## config.mk

```make
export PLATFORM = sky130hd
export DESIGN_NAME = mem_responder
export DESIGN_NICKNAME = d
export VERILOG_FILES = /design/src/rtl/mem_responder_pkg.sv /design/src/rtl/mem_arbiter.sv /design/src/rtl/mem_responder.sv
export SDC_FILE = /design/constraint.sdc
export NUM_CORES = 1
export LEC_CHECK = 0
export CAP_MARGIN = 20
export CORE_MARGIN = 4
export CORE_UTILIZATION = 35
export DETAILED_ROUTE_END_ITERATION = 7
export PLACE_DENSITY = 0.75
export SLEW_MARGIN = 10
export SYNTH_ARGS = -nofsm -noshare
export SYNTH_HDL_FRONTEND = slang
export SYNTH_SLANG_ARGS = --single-unit
```

## constraint.sdc

```tcl
create_clock -name clk -period 4.3 [get_ports clk]
set_input_delay 0.645 -clock clk [delete_from_list [all_inputs] [get_ports clk]]
set_output_delay 0.645 -clock clk [all_outputs]
set_load 0.01 [all_outputs]
```

## src/rtl/mem_responder_pkg.sv

```systemverilog
// mem_responder_pkg: shared FSM state, port identifiers and wait-state counter width
package mem_responder_pkg;
    localparam int WS_W = 4;
    typedef enum logic [1:0] {ST_IDLE, ST_ACCESS, ST_ACK} state_e;
    typedef enum logic {PORT_INSTR, PORT_DATA} port_e;
endpackage

```

## src/rtl/mem_arbiter.sv

```systemverilog
// mem_arbiter: combinational two-way round-robin grant
//   instr_req_i / data_req_i : pending access bits
//   last_grant_i             : port granted most recently
//   grant_valid_o / grant_o  : some request pending / port to serve
module mem_arbiter
    import mem_responder_pkg::*;
(
    input  logic  instr_req_i,
    input  logic  data_req_i,
    input  port_e last_grant_i,
    output logic  grant_valid_o,
    output port_e grant_o
);
    always_comb begin
        grant_valid_o = instr_req_i | data_req_i;
        grant_o = PORT_INSTR;
        if (instr_req_i && data_req_i) begin
            // on a tie the port that lost last time wins
            if (last_grant_i == PORT_INSTR) grant_o = PORT_DATA;
        end else if (data_req_i) begin
            grant_o = PORT_DATA;
        end
    end
endmodule

```

## src/rtl/mem_responder.sv

```systemverilog
// mem_responder: arbitrates an instruction and a data master onto one 16-bit SRAM
//   clk, reset (sync, active-low)
//   instr_m_*  : read-only instruction master (addr, access in; ack, data_out out)
//   data_m_*   : read/write data master with byte enables
//   sram_*     : SRAM strobes, address, write data, byte enables; sram_rdata in
module mem_responder
    import mem_responder_pkg::*;
#(
    parameter int WAIT_STATES = 1
) (
    input  logic        clk,
    input  logic        reset,
    input  logic [18:0] instr_m_addr,
    input  logic        instr_m_access,
    output logic        instr_m_ack,
    output logic [15:0] instr_m_data_out,
    input  logic [18:0] data_m_addr,
    input  logic [15:0] data_m_data_in,
    output logic [15:0] data_m_data_out,
    input  logic        data_m_access,
    output logic        data_m_ack,
    input  logic        data_m_wr_en,
    input  logic [1:0]  data_m_bytesel,
    output logic [18:0] sram_addr,
    output logic [15:0] sram_wdata,
    input  logic [15:0] sram_rdata,
    output logic        sram_ce,
    output logic        sram_we,
    output logic [1:0]  sram_be
);
    state_e            state_q;
    port_e             port_q;
    port_e             last_grant_q;
    logic [WS_W-1:0]   cnt_q;
    logic [18:0]       addr_q;
    logic [15:0]       wdata_q;
    logic [15:0]       rdata_q;
    logic              we_q;
    logic [1:0]        be_q;
    logic              grant_valid;
    port_e             grant;
    logic              in_access;
    logic              in_ack;

    mem_arbiter u_arb (
        .instr_req_i  (instr_m_access),
        .data_req_i   (data_m_access),
        .last_grant_i (last_grant_q),
        .grant_valid_o(grant_valid),
        .grant_o      (grant)
    );

    always_ff @(posedge clk) begin
        if (!reset) begin
            state_q      <= ST_IDLE;
            port_q       <= PORT_INSTR;
            last_grant_q <= PORT_INSTR;
            cnt_q        <= '0;
            addr_q       <= '0;
            wdata_q      <= '0;
            rdata_q      <= '0;
            we_q         <= 1'b0;
            be_q         <= '0;
        end else begin
            case (state_q)
                ST_IDLE: if (grant_valid) begin
                    state_q      <= ST_ACCESS;
                    cnt_q        <= WS_W'(WAIT_STATES);
                    port_q       <= grant;
                    last_grant_q <= grant;
                    if (grant == PORT_DATA) begin
                        addr_q  <= data_m_addr;
                        wdata_q <= data_m_data_in;
                        we_q    <= data_m_wr_en;
                        be_q    <= data_m_bytesel;
                    end else begin
                        addr_q  <= instr_m_addr;
                        wdata_q <= '0;
                        we_q    <= 1'b0;
                        be_q    <= 2'b11;
                    end
                end
                ST_ACCESS: begin
                    if (cnt_q == '0) begin
                        state_q <= ST_ACK;
                        // writes return zero so the master never sees stale bus data
                        rdata_q <= we_q ? 16'h0000 : sram_rdata;
                    end else begin
                        cnt_q <= cnt_q - WS_W'(1);
                    end
                end
                ST_ACK:  state_q <= ST_IDLE;
                default: state_q <= ST_IDLE;
            endcase
        end
    end

    // outputs decode directly from registered state, so they are glitch-free and zero when idle
    assign in_access        = (state_q == ST_ACCESS);
    assign in_ack           = (state_q == ST_ACK);
    assign sram_ce          = in_access;
    assign sram_we          = in_access & we_q;
    assign sram_be          = in_access ? be_q : 2'b00;
    assign sram_addr        = in_access ? addr_q : '0;
    assign sram_wdata       = in_access ? wdata_q : '0;
    assign instr_m_ack      = in_ack && (port_q == PORT_INSTR);
    assign data_m_ack       = in_ack && (port_q == PORT_DATA);
    assign instr_m_data_out = instr_m_ack ? rdata_q : '0;
    assign data_m_data_out  = data_m_ack ? rdata_q : '0;
endmodule

```

==> flow_summary.ini, run 1 <==
[sta]
grt_setup_unrepaired = no
setup_tns_ns = 0
report.final.slew_viol_count = 0
max_freq_ghz = 0.299
final_hold_viol_count = 0
period_share_pct = 77.7
worst_pin_slew_ns = 0.774
slew-limit-headroom_pct = 48.3
fin_skew_ns = 0.00813
period_needed_ns = 3.34
whs_ns = 0.453
setup_viol = 0

[synthesis]
synthArstFlopShare_pct = 0
syn_area_sq_um = 2910
synth-edff-count = 0
synthCells = 300
ys.flop_type = dfxtp_1
seq_area_frac_synth_pct = 42.0
synth_cell_types = 35
synthesis.nets = 379
synth-seq-cells = 61
avgSynthCellArea_sq_um = 9.68
ys_warn_count = 0

[cells_and_area]
drive_gt1_share_pct = 5.63
fillers = 683
diodes = 0
fin_nets = 518
final_common_cell = clkdlybuf4s50_1
area_growth_pct = 60.7
layout_common_cells = clkdlybuf4s50_1, and2_1, dfxtp_1

[floorplanning]
die_w_um = 99.1
io_pins = 150
dieArea_sq_um = 9820
chipHeight_um = 99.1
start_util_pct = 36.8
core-area_sq_um = 7890
rows = 32

[critical_path]
cpPeakStageDelay_ns = 0.57
cpMaxStageDelayCell = clkdlybuf4s50_1
arrival_ns = 2.69
crit_type = flip-flop to output pin
crit_path_cell_trace = nand2b_1 -> buf_4 -> inv_1 -> buf_4 -> and2_1 -> clkdlybuf4s50_1
critPathMostFrequentCell = buf_4
worstPathRequired_ns = 3.65
worstSetupStartpointType = flip-flop
path_max_fanout = 34
critical_path.endpoint_type = output pin

[clock_network]
cts_sinks = 61
h-tree-depth = 3
cts_tree = built
cts_hold_buf = 0
cts.path.max_buffers = 2
post_cts_buffers = 0
path_clk_slew_ns = 0.07
cts_resized = 0
root_buffer = clkbuf_8
clk_latency_ns = 0.33
cts_made_buffers = 9

[detailed_routing]
postRouteAntennaNets = 0
drtIter0Drc = 87
avgViaCountPerCell = 5.00
routed_wl_um = 8670
wire_per_inst_um = 15.9
vias = 2732
firstDrtPassIters = 4
route.detailed.drc = 0

[placed_design]
finalWeightedCongestion = 0.738
dp_hpwl_um = 6220
io_buffers = 149

[power]
leakagePower_nw = 1.78
power-per-cell-area_nw_per_um2 = 333
ir_drop_v = 0.000184

[global_routing]
antenna_found_initial = 0
track_usage_pct = 17.1
grt_pass1_wl_um = 13500
grt_overflow_total = 0
grt_max_degree = 38
first_global_vias = 2741

[flow_run]
maxCapViolations = 0

[outcome]
status = finished clean

[min_path]
worstHoldPathType = flip-flop to flip-flop
==> synth_stat cells (all sizes together) (2+ instances only) <==
library cell  count  area share, %
a22o             17            5.1
clkbuf           13            1.7
nor3b             2           0.69
or4               2           0.52
o2bb2ai          19            5.7
o221a             2           0.78
inv               4           0.52
o21ai            19            3.3
ha                2           0.86
dfxtp            61             42
a21boi           18            4.7
and2             71             15
and3              2           0.43
nor2              3           0.39
mux2i            19            6.5
or3               2           0.43
nand4b           16            4.8
buf              14            2.9
a21oi             2           0.34
==> layout make-up <==
type	instances	area (sq um)	area share (%)
Multi-Input combinational cell	208	1540	33.0
Sequential cell	61	1220	26.2
Tap cell	102	128	2.73
Clock buffer	12	155	3.32
Inverter	4	15.0	0.322
Clock inverter	4	70.1	1.50
Timing Repair Buffer	155	1540	33.0
==> cell families after synthesis <==
| kind of cell | synth area share, % |
|---|---|
| DFF | 42.0 |
| muxes | 6.55 |
| AOI/OAI and AO/OA | 21.3 |
| adders and majority gates | 0.861 |
| and+or+nand+nor | 24.2 |
| buffers and inverters | 5.12 |
==> per-stage QoR <==
step	utilization [%]	std cells	area [sq um]	setup WS [ns]	power, mW
after global placement	56.2	529	4430	1.36	0.984
final	59.2	546	4670	0.960	1.56
after CTS	59.2	546	4670	0.952	1.57
after detailed placement	56.3	530	4440	1.30	0.996
after global routing	59.2	546	4670	0.772	1.63
after floorplan	-	300	2910	2.49	0.840
==> metal layers <==
metal,GRT usage [%],part of all wire [%]
met1,20.7,42
met2,28.4,49
met3,4.00,6.2
met4,8.30,2.3
met5,0,0
==> power by group <==
group	total [mW]	leakage, nW	switching (mW)	internal (mW)
clock	0.573	0.116	0.216	0.356
combinational	0.329	1.16	0.155	0.174
sequential	0.654	0.500	0.0333	0.621
total	1.56	1.78	0.404	1.15
==> state kept, by name, indices dropped and copies added, names as in the netlist <==
register and count:
addr_q 19, be_q 2, cnt_q 4, last_grant_q 1, rdata_q 16, state_q 2, wdata_q 16, we_q 1
==> critical path, delay by kind of cell (launching register included) <==
kind / cells / cell delay [ns]
AND/OR/NAND/NOR: 2 / 0.31
flip-flops: 1 / 0.33
buffers and inverters: 4 / 1.71
==> worst paths after layout <==
path                            slack (ns)       endpoint  depth (start not counted)       start
worst min-delay path                  0.45     addr_q[12]                          1  addr_q[12]
worst min register to register        0.45     addr_q[12]                          1  addr_q[12]
worst max-delay path                  0.96  sram_addr[17]                          6  state_q[1]
worst max register to register        2.40     rdata_q[1]                          6    cnt_q[0]
No activity file was read; power rests on OpenSTA's default activity.
==> inputs of run 2 (changes only) <==
--- a/config.mk
+++ b/config.mk
@@ -9,7 +9,7 @@
 export CORE_MARGIN = 4
 export CORE_UTILIZATION = 35
 export DETAILED_ROUTE_END_ITERATION = 7
-export PLACE_DENSITY = 0.75
+export PLACE_DENSITY = 0.78
 export SLEW_MARGIN = 10
 export SYNTH_ARGS = -nofsm -noshare
 export SYNTH_HDL_FRONTEND = slang
==> constraint.sdc (replaced) <==
create_clock -name clk -period 3 [get_ports clk]
set_input_delay 0.45 -clock clk [delete_from_list [all_inputs] [get_ports clk]]
set_output_delay 0.45 -clock clk [all_outputs]
set_load 0.01 [all_outputs]
==> run 2 against run 1 <==
Clock skew decreased by 0.0011 ns. Routed wire length decreased by 3.0%. Setup slack got worse by 0.43 ns. Via count decreased by 0.33%. Global-route usage decreased by 0.34 points. Die area unchanged. Critical path type unchanged.
==> flow_summary.ini, run 2 (same netlist as run 1, synthesis figures left out) <==
[critical_path]
path_max_fanout = 31
crit_path_cell_trace = nand2b_1 -> inv_1 -> buf_12 -> and2_1 -> clkdlybuf4s50_1
r2r_end = rdata_q[11]
crit_type = flip-flop to output pin
rrSetupSlack_ns = 1.38
cpMaxStageDelayCell = clkdlybuf4s50_1
worstSetupStartpointType = flip-flop
worstPathRequired_ns = 2.55
r2r-start = cnt_q[0]
cpPeakStageDelay_ns = 0.55
arrival_ns = 2.02
critical_path.endpoint_type = output pin
reg2reg_depth = 5

[sta]
slew-limit-headroom_pct = 48.6
grt_setup_unrepaired = no
fin_skew_ns = 0.00700
max_freq_ghz = 0.405
final_hold_viol_count = 0
period_share_pct = 82.4
period_needed_ns = 2.47
worst_pin_slew_ns = 0.768
report.final.slew_viol_count = 0
setup_viol = 0
setup_tns_ns = 0

[clock_network]
h-tree-depth = 3
cts_resized = 0
post_cts_buffers = 0
cts.path.max_buffers = 2
clk_latency_ns = 0.33
cts_sinks = 61
path_clk_slew_ns = 0.07
cts_made_buffers = 9
cts_tree = built
cts_hold_buf = 0
root_buffer = clkbuf_8

[global_routing]
antenna_found_initial = 0
grt_pass1_wl_um = 13400
first_global_vias = 2700
grt_max_degree = 32
grt_overflow_total = 0
track_usage_pct = 16.7

[cells_and_area]
fin_nets = 521
largest_reg_flops = 19
reg.largest.list = addr_q (19), rdata_q (16), wdata_q (16)
area_growth_pct = 59.7
layout_common_cells = clkdlybuf4s50_1, and2_1, dfxtp_1
top_register = addr_q
diodes = 0
final_common_cell = clkdlybuf4s50_1
drive_gt1_share_pct = 6.05
fillers = 693
multi_input_area_sq_um = 1540
seqCellArea_sq_um = 1220

[detailed_routing]
wire_per_inst_um = 15.3
vias = 2723
route.detailed.drc = 0
routed_wl_um = 8410
postRouteAntennaNets = 0
firstDrtPassIters = 4
avgViaCountPerCell = 4.97
drtIter0Drc = 64

[floorplanning]
start_util_pct = 36.8
chipHeight_um = 99.1
dieArea_sq_um = 9820
io_pins = 150
die_w_um = 99.1
rows = 32
core-area_sq_um = 7890

[flow_run]
maxCapViolations = 0

[power]
ir_drop_v = 0.000207
total_power_mw = 2.04
power-per-cell-area_nw_per_um2 = 440
leakagePower_nw = 1.76

[placed_design]
io_buffers = 149
dp_hpwl_um = 6240
finalWeightedCongestion = 0.719

[min_path]
holdCritStartpoint = addr_q[6]
worstHoldPathType = flip-flop to flip-flop
whs_endpoint = addr_q[6]
hold_depth = 1

[outcome]
status = finished clean
run 2: changes by cell type in the layout (fill, tap and decap cells not counted):
cell        change
buf_4           +3
bufinv_16       -2
clkinvlp_4      +2
buf_12          +1
buf_6           -1
clkbuf_8        -1
run 2: how the worst max path moves through the flow:
stage	from	endpoint	slack (ns)	depth (start not counted)
floorplan	state_q[1]	instr_m_data_out[10]	1.38	3
global placement	instr_m_access	addr_q[6]	0.87	4
detailed placement	instr_m_access	addr_q[9]	0.78	4
CTS	state_q[1]	sram_wdata[6]	0.50	5
global route	state_q[1]	sram_wdata[6]	0.33	5
finish	state_q[1]	sram_addr[5]	0.53	5
run 2: power breakdown:
group	total, mW	internal [mW]	switching, mW
sequential	0.938	0.889	0.0487
clock	0.620	0.315	0.305
combinational	0.482	0.258	0.224
run 2: area by class of cell:
cell class              count  share of cell area [%]
clock buffers              11                    3.05
clock inverters             4                   0.539
well taps                 102                    2.75
flip-flops and latches     61                    26.3
inverters                   4                   0.324
repair buffers            158                    33.9
multi-input cells         208                    33.2
run 2: metrics by stage:
stage	worst slack, ns	cell area, sq um	util, %	hold WS, ns	instances
floorplan	1.38	2910	-	0.424	300
finish	0.529	4640	58.8	0.463	548
CTS	0.496	4640	58.8	0.466	548
detailed placement	0.781	4470	56.7	0.449	533
global route	0.325	4640	58.8	0.483	548
global placement	0.870	4470	56.7	0.438	533
run 2: layer usage:
layer | vias up | global-route usage (%) | wire [um]
li1 | 1358 | - | -
met1 | 1248 | 21.7 | 3750
met2 | 108 | 26.4 | 3870
met3 | 9 | 5.40 | 672
met4 | 0 | 5.46 | 114
met5 | - | 0 | 0
run 2: worst max-delay path: cells and delay by family (launching register included):
family | cells | cell delay (ns)
and+or+nand+nor | 2 | 0.29
buffers and inverters | 3 | 1.06
DFF | 1 | 0.33
==> inputs of run 3 (changes only) <==
==> constraint.sdc (replaced) <==
create_clock -name clk -period 2.1 [get_ports clk]
set_input_delay 0.315 -clock clk [delete_from_list [all_inputs] [get_ports clk]]
set_output_delay 0.315 -clock clk [all_outputs]
set_load 0.01 [all_outputs]
==> run 3 against run 2 <==
Clock power is 120% higher. Sequential power grew 43%. Clock skew is 0.0035 ns higher. Sequential share of layout area down 0.89 points. Routed wire length grew 0.24%. Final cell count rose by 0.91%.
==> flow_summary.ini, run 3 (same netlist as run 1, synthesis figures left out) <==
[outcome]
status = finished clean

[floorplanning]
core-area_sq_um = 7890
rows = 32
dieArea_sq_um = 9820
start_util_pct = 36.8
die_w_um = 99.1
chipHeight_um = 99.1
io_pins = 150

[cells_and_area]
final_area_sq_um = 4830
reg.largest.list = addr_q (19), rdata_q (16), wdata_q (16)
multi_input_area_sq_um = 1550
area_growth_pct = 66.2
top_register = addr_q
diodes = 0
fin_nets = 525
largest_reg_flops = 19
layout_common_cells = clkdlybuf4s50_1, and2_1, dfxtp_1, dlygate4sd2_1, dlymetal6s2s_1
seqCellArea_sq_um = 1230
fillers = 703
final_core_utilization_pct = 61.2
stdcell_count = 553
final_common_cell = clkdlybuf4s50_1
drive_gt1_share_pct = 8.43

[sta]
final_hold_viol_count = 0
slew-limit-headroom_pct = 56.6
max_freq_ghz = 0.478
setup_tns_ns = 0
setup_viol = 0
whs_ns = 0.457
period_needed_ns = 2.09
period_share_pct = 99.5
layout_setup_ws_ns = 0.00992
fin_skew_ns = 0.0105
worst_pin_slew_ns = 0.651
report.final.slew_viol_count = 0

[flow_run]
maxCapViolations = 0

[critical_path]
cpMaxStageDelayCell = clkdlybuf4s50_1
crit_path_cell_trace = and3b_1 -> buf_6 -> and2_1 -> clkdlybuf4s50_1
critPathTopFamily = buffers and inverters
crit_type = flip-flop to output pin
critical_path.endpoint_type = output pin
arrival_ns = 1.78
path_max_fanout = 17
cpPeakStageDelay_ns = 0.56
cp.buffers_inverters = 2
worstSetupStartpointType = flip-flop
rrSetupSlack_ns = 0.46
worstPathRequired_ns = 1.78

[detailed_routing]
postRouteAntennaNets = 0
drtIter0Drc = 45
firstDrtPassIters = 4
avgViaCountPerCell = 5.01
wire_per_inst_um = 15.2
route.detailed.drc = 0
routed_wl_um = 8430
vias = 2768

[clock_network]
h-tree-depth = 3
cts_made_buffers = 9
cts_hold_buf = 0
root_buffer = clkbuf_8
cts.path.max_buffers = 2
path_clk_slew_ns = 0.07
cts_tree = built
cts_sinks = 61
clk_latency_ns = 0.32

[global_routing]
grt_overflow_total = 0
antenna_found_initial = 0
first_global_vias = 2690
track_usage_pct = 16.4
grt_pass1_wl_um = 13200
grt_max_degree = 43

[power]
p_sw_uw = 841
netSwitchingFraction_pct = 24.6
total_power_mw = 3.41
power.internal_mw = 2.57
power_frac_clock_pct = 40.8
ir_drop_v = 0.000382
leakagePower_nw = 2.49
p_seq_share_pct = 39.2
power-per-cell-area_nw_per_um2 = 707
power_frac_comb_pct = 20.1

[placed_design]
dp_slack_ns = 0.218
finalWeightedCongestion = 0.740
io_buffers = 149
postPlaceCellArea_sq_um = 4520
placedCellCount = 537
dp_hpwl_um = 6120

[min_path]
worstHoldPathType = flip-flop to flip-flop
## run 3: cell types whose count changed in the layout (fill, tap and decap cells not counted), sizes merged
cell,change
clkinvlp,-2
clkdlybuf4s50,-63
dlymetal6s2s,+25
dlygate4sd2,+38
buf,+4
bufinv,+4
clkbuf,-1
## run 3: timing repair
action,4_1_cts,5_1_grt
pin swaps,0,0
hold endpoints to repair,0,0
buffers inserted,0,0
resized for setup,42,30
setup endpoints to repair,70,33
## run 3: per-layer routing
| metal | up-vias | wire length, um | track usage [%] |
|---|---|---|---|
| met3 | 9 | 676 | 5.12 |
| met2 | 115 | 3970 | 26.5 |
| li1 | 1366 | - | - |
| met1 | 1278 | 3690 | 20.7 |
| met4 | 0 | 94 | 5.46 |
| met5 | - | 0 | 0 |
## run 3: path summary, 6_finish.rpt
path	endpoint	startpoint	cells after the start
setup / recovery	data_m_data_out[6]	state_q[0]	4
setup reg to reg	rdata_q[4]	cnt_q[0]	5
hold / removal	addr_q[1]	addr_q[1]	1
hold reg to reg	addr_q[1]	addr_q[1]	1
## run 3: cell type report
type | count | share of cell area, %
Timing Repair Buffer | 162 | 33.9
Multi-Input combinational cell | 208 | 32.1
Sequential cell | 61 | 25.4
Clock buffer | 10 | 2.85
Clock inverter | 6 | 2.77
Tap cell | 102 | 2.64
Inverter | 4 | 0.311
## run 3: power groups by stage
stage / Clock, mW / Combinational (mW) / Sequential (mW)
floorplan: 0 / 0.384 / 1.34
global placement: 0 / 0.696 / 1.35
detailed placement: 0 / 0.712 / 1.36
CTS: 1.42 / 0.693 / 1.33
global route: 1.48 / 0.756 / 1.35
finish: 1.39 / 0.685 / 1.34
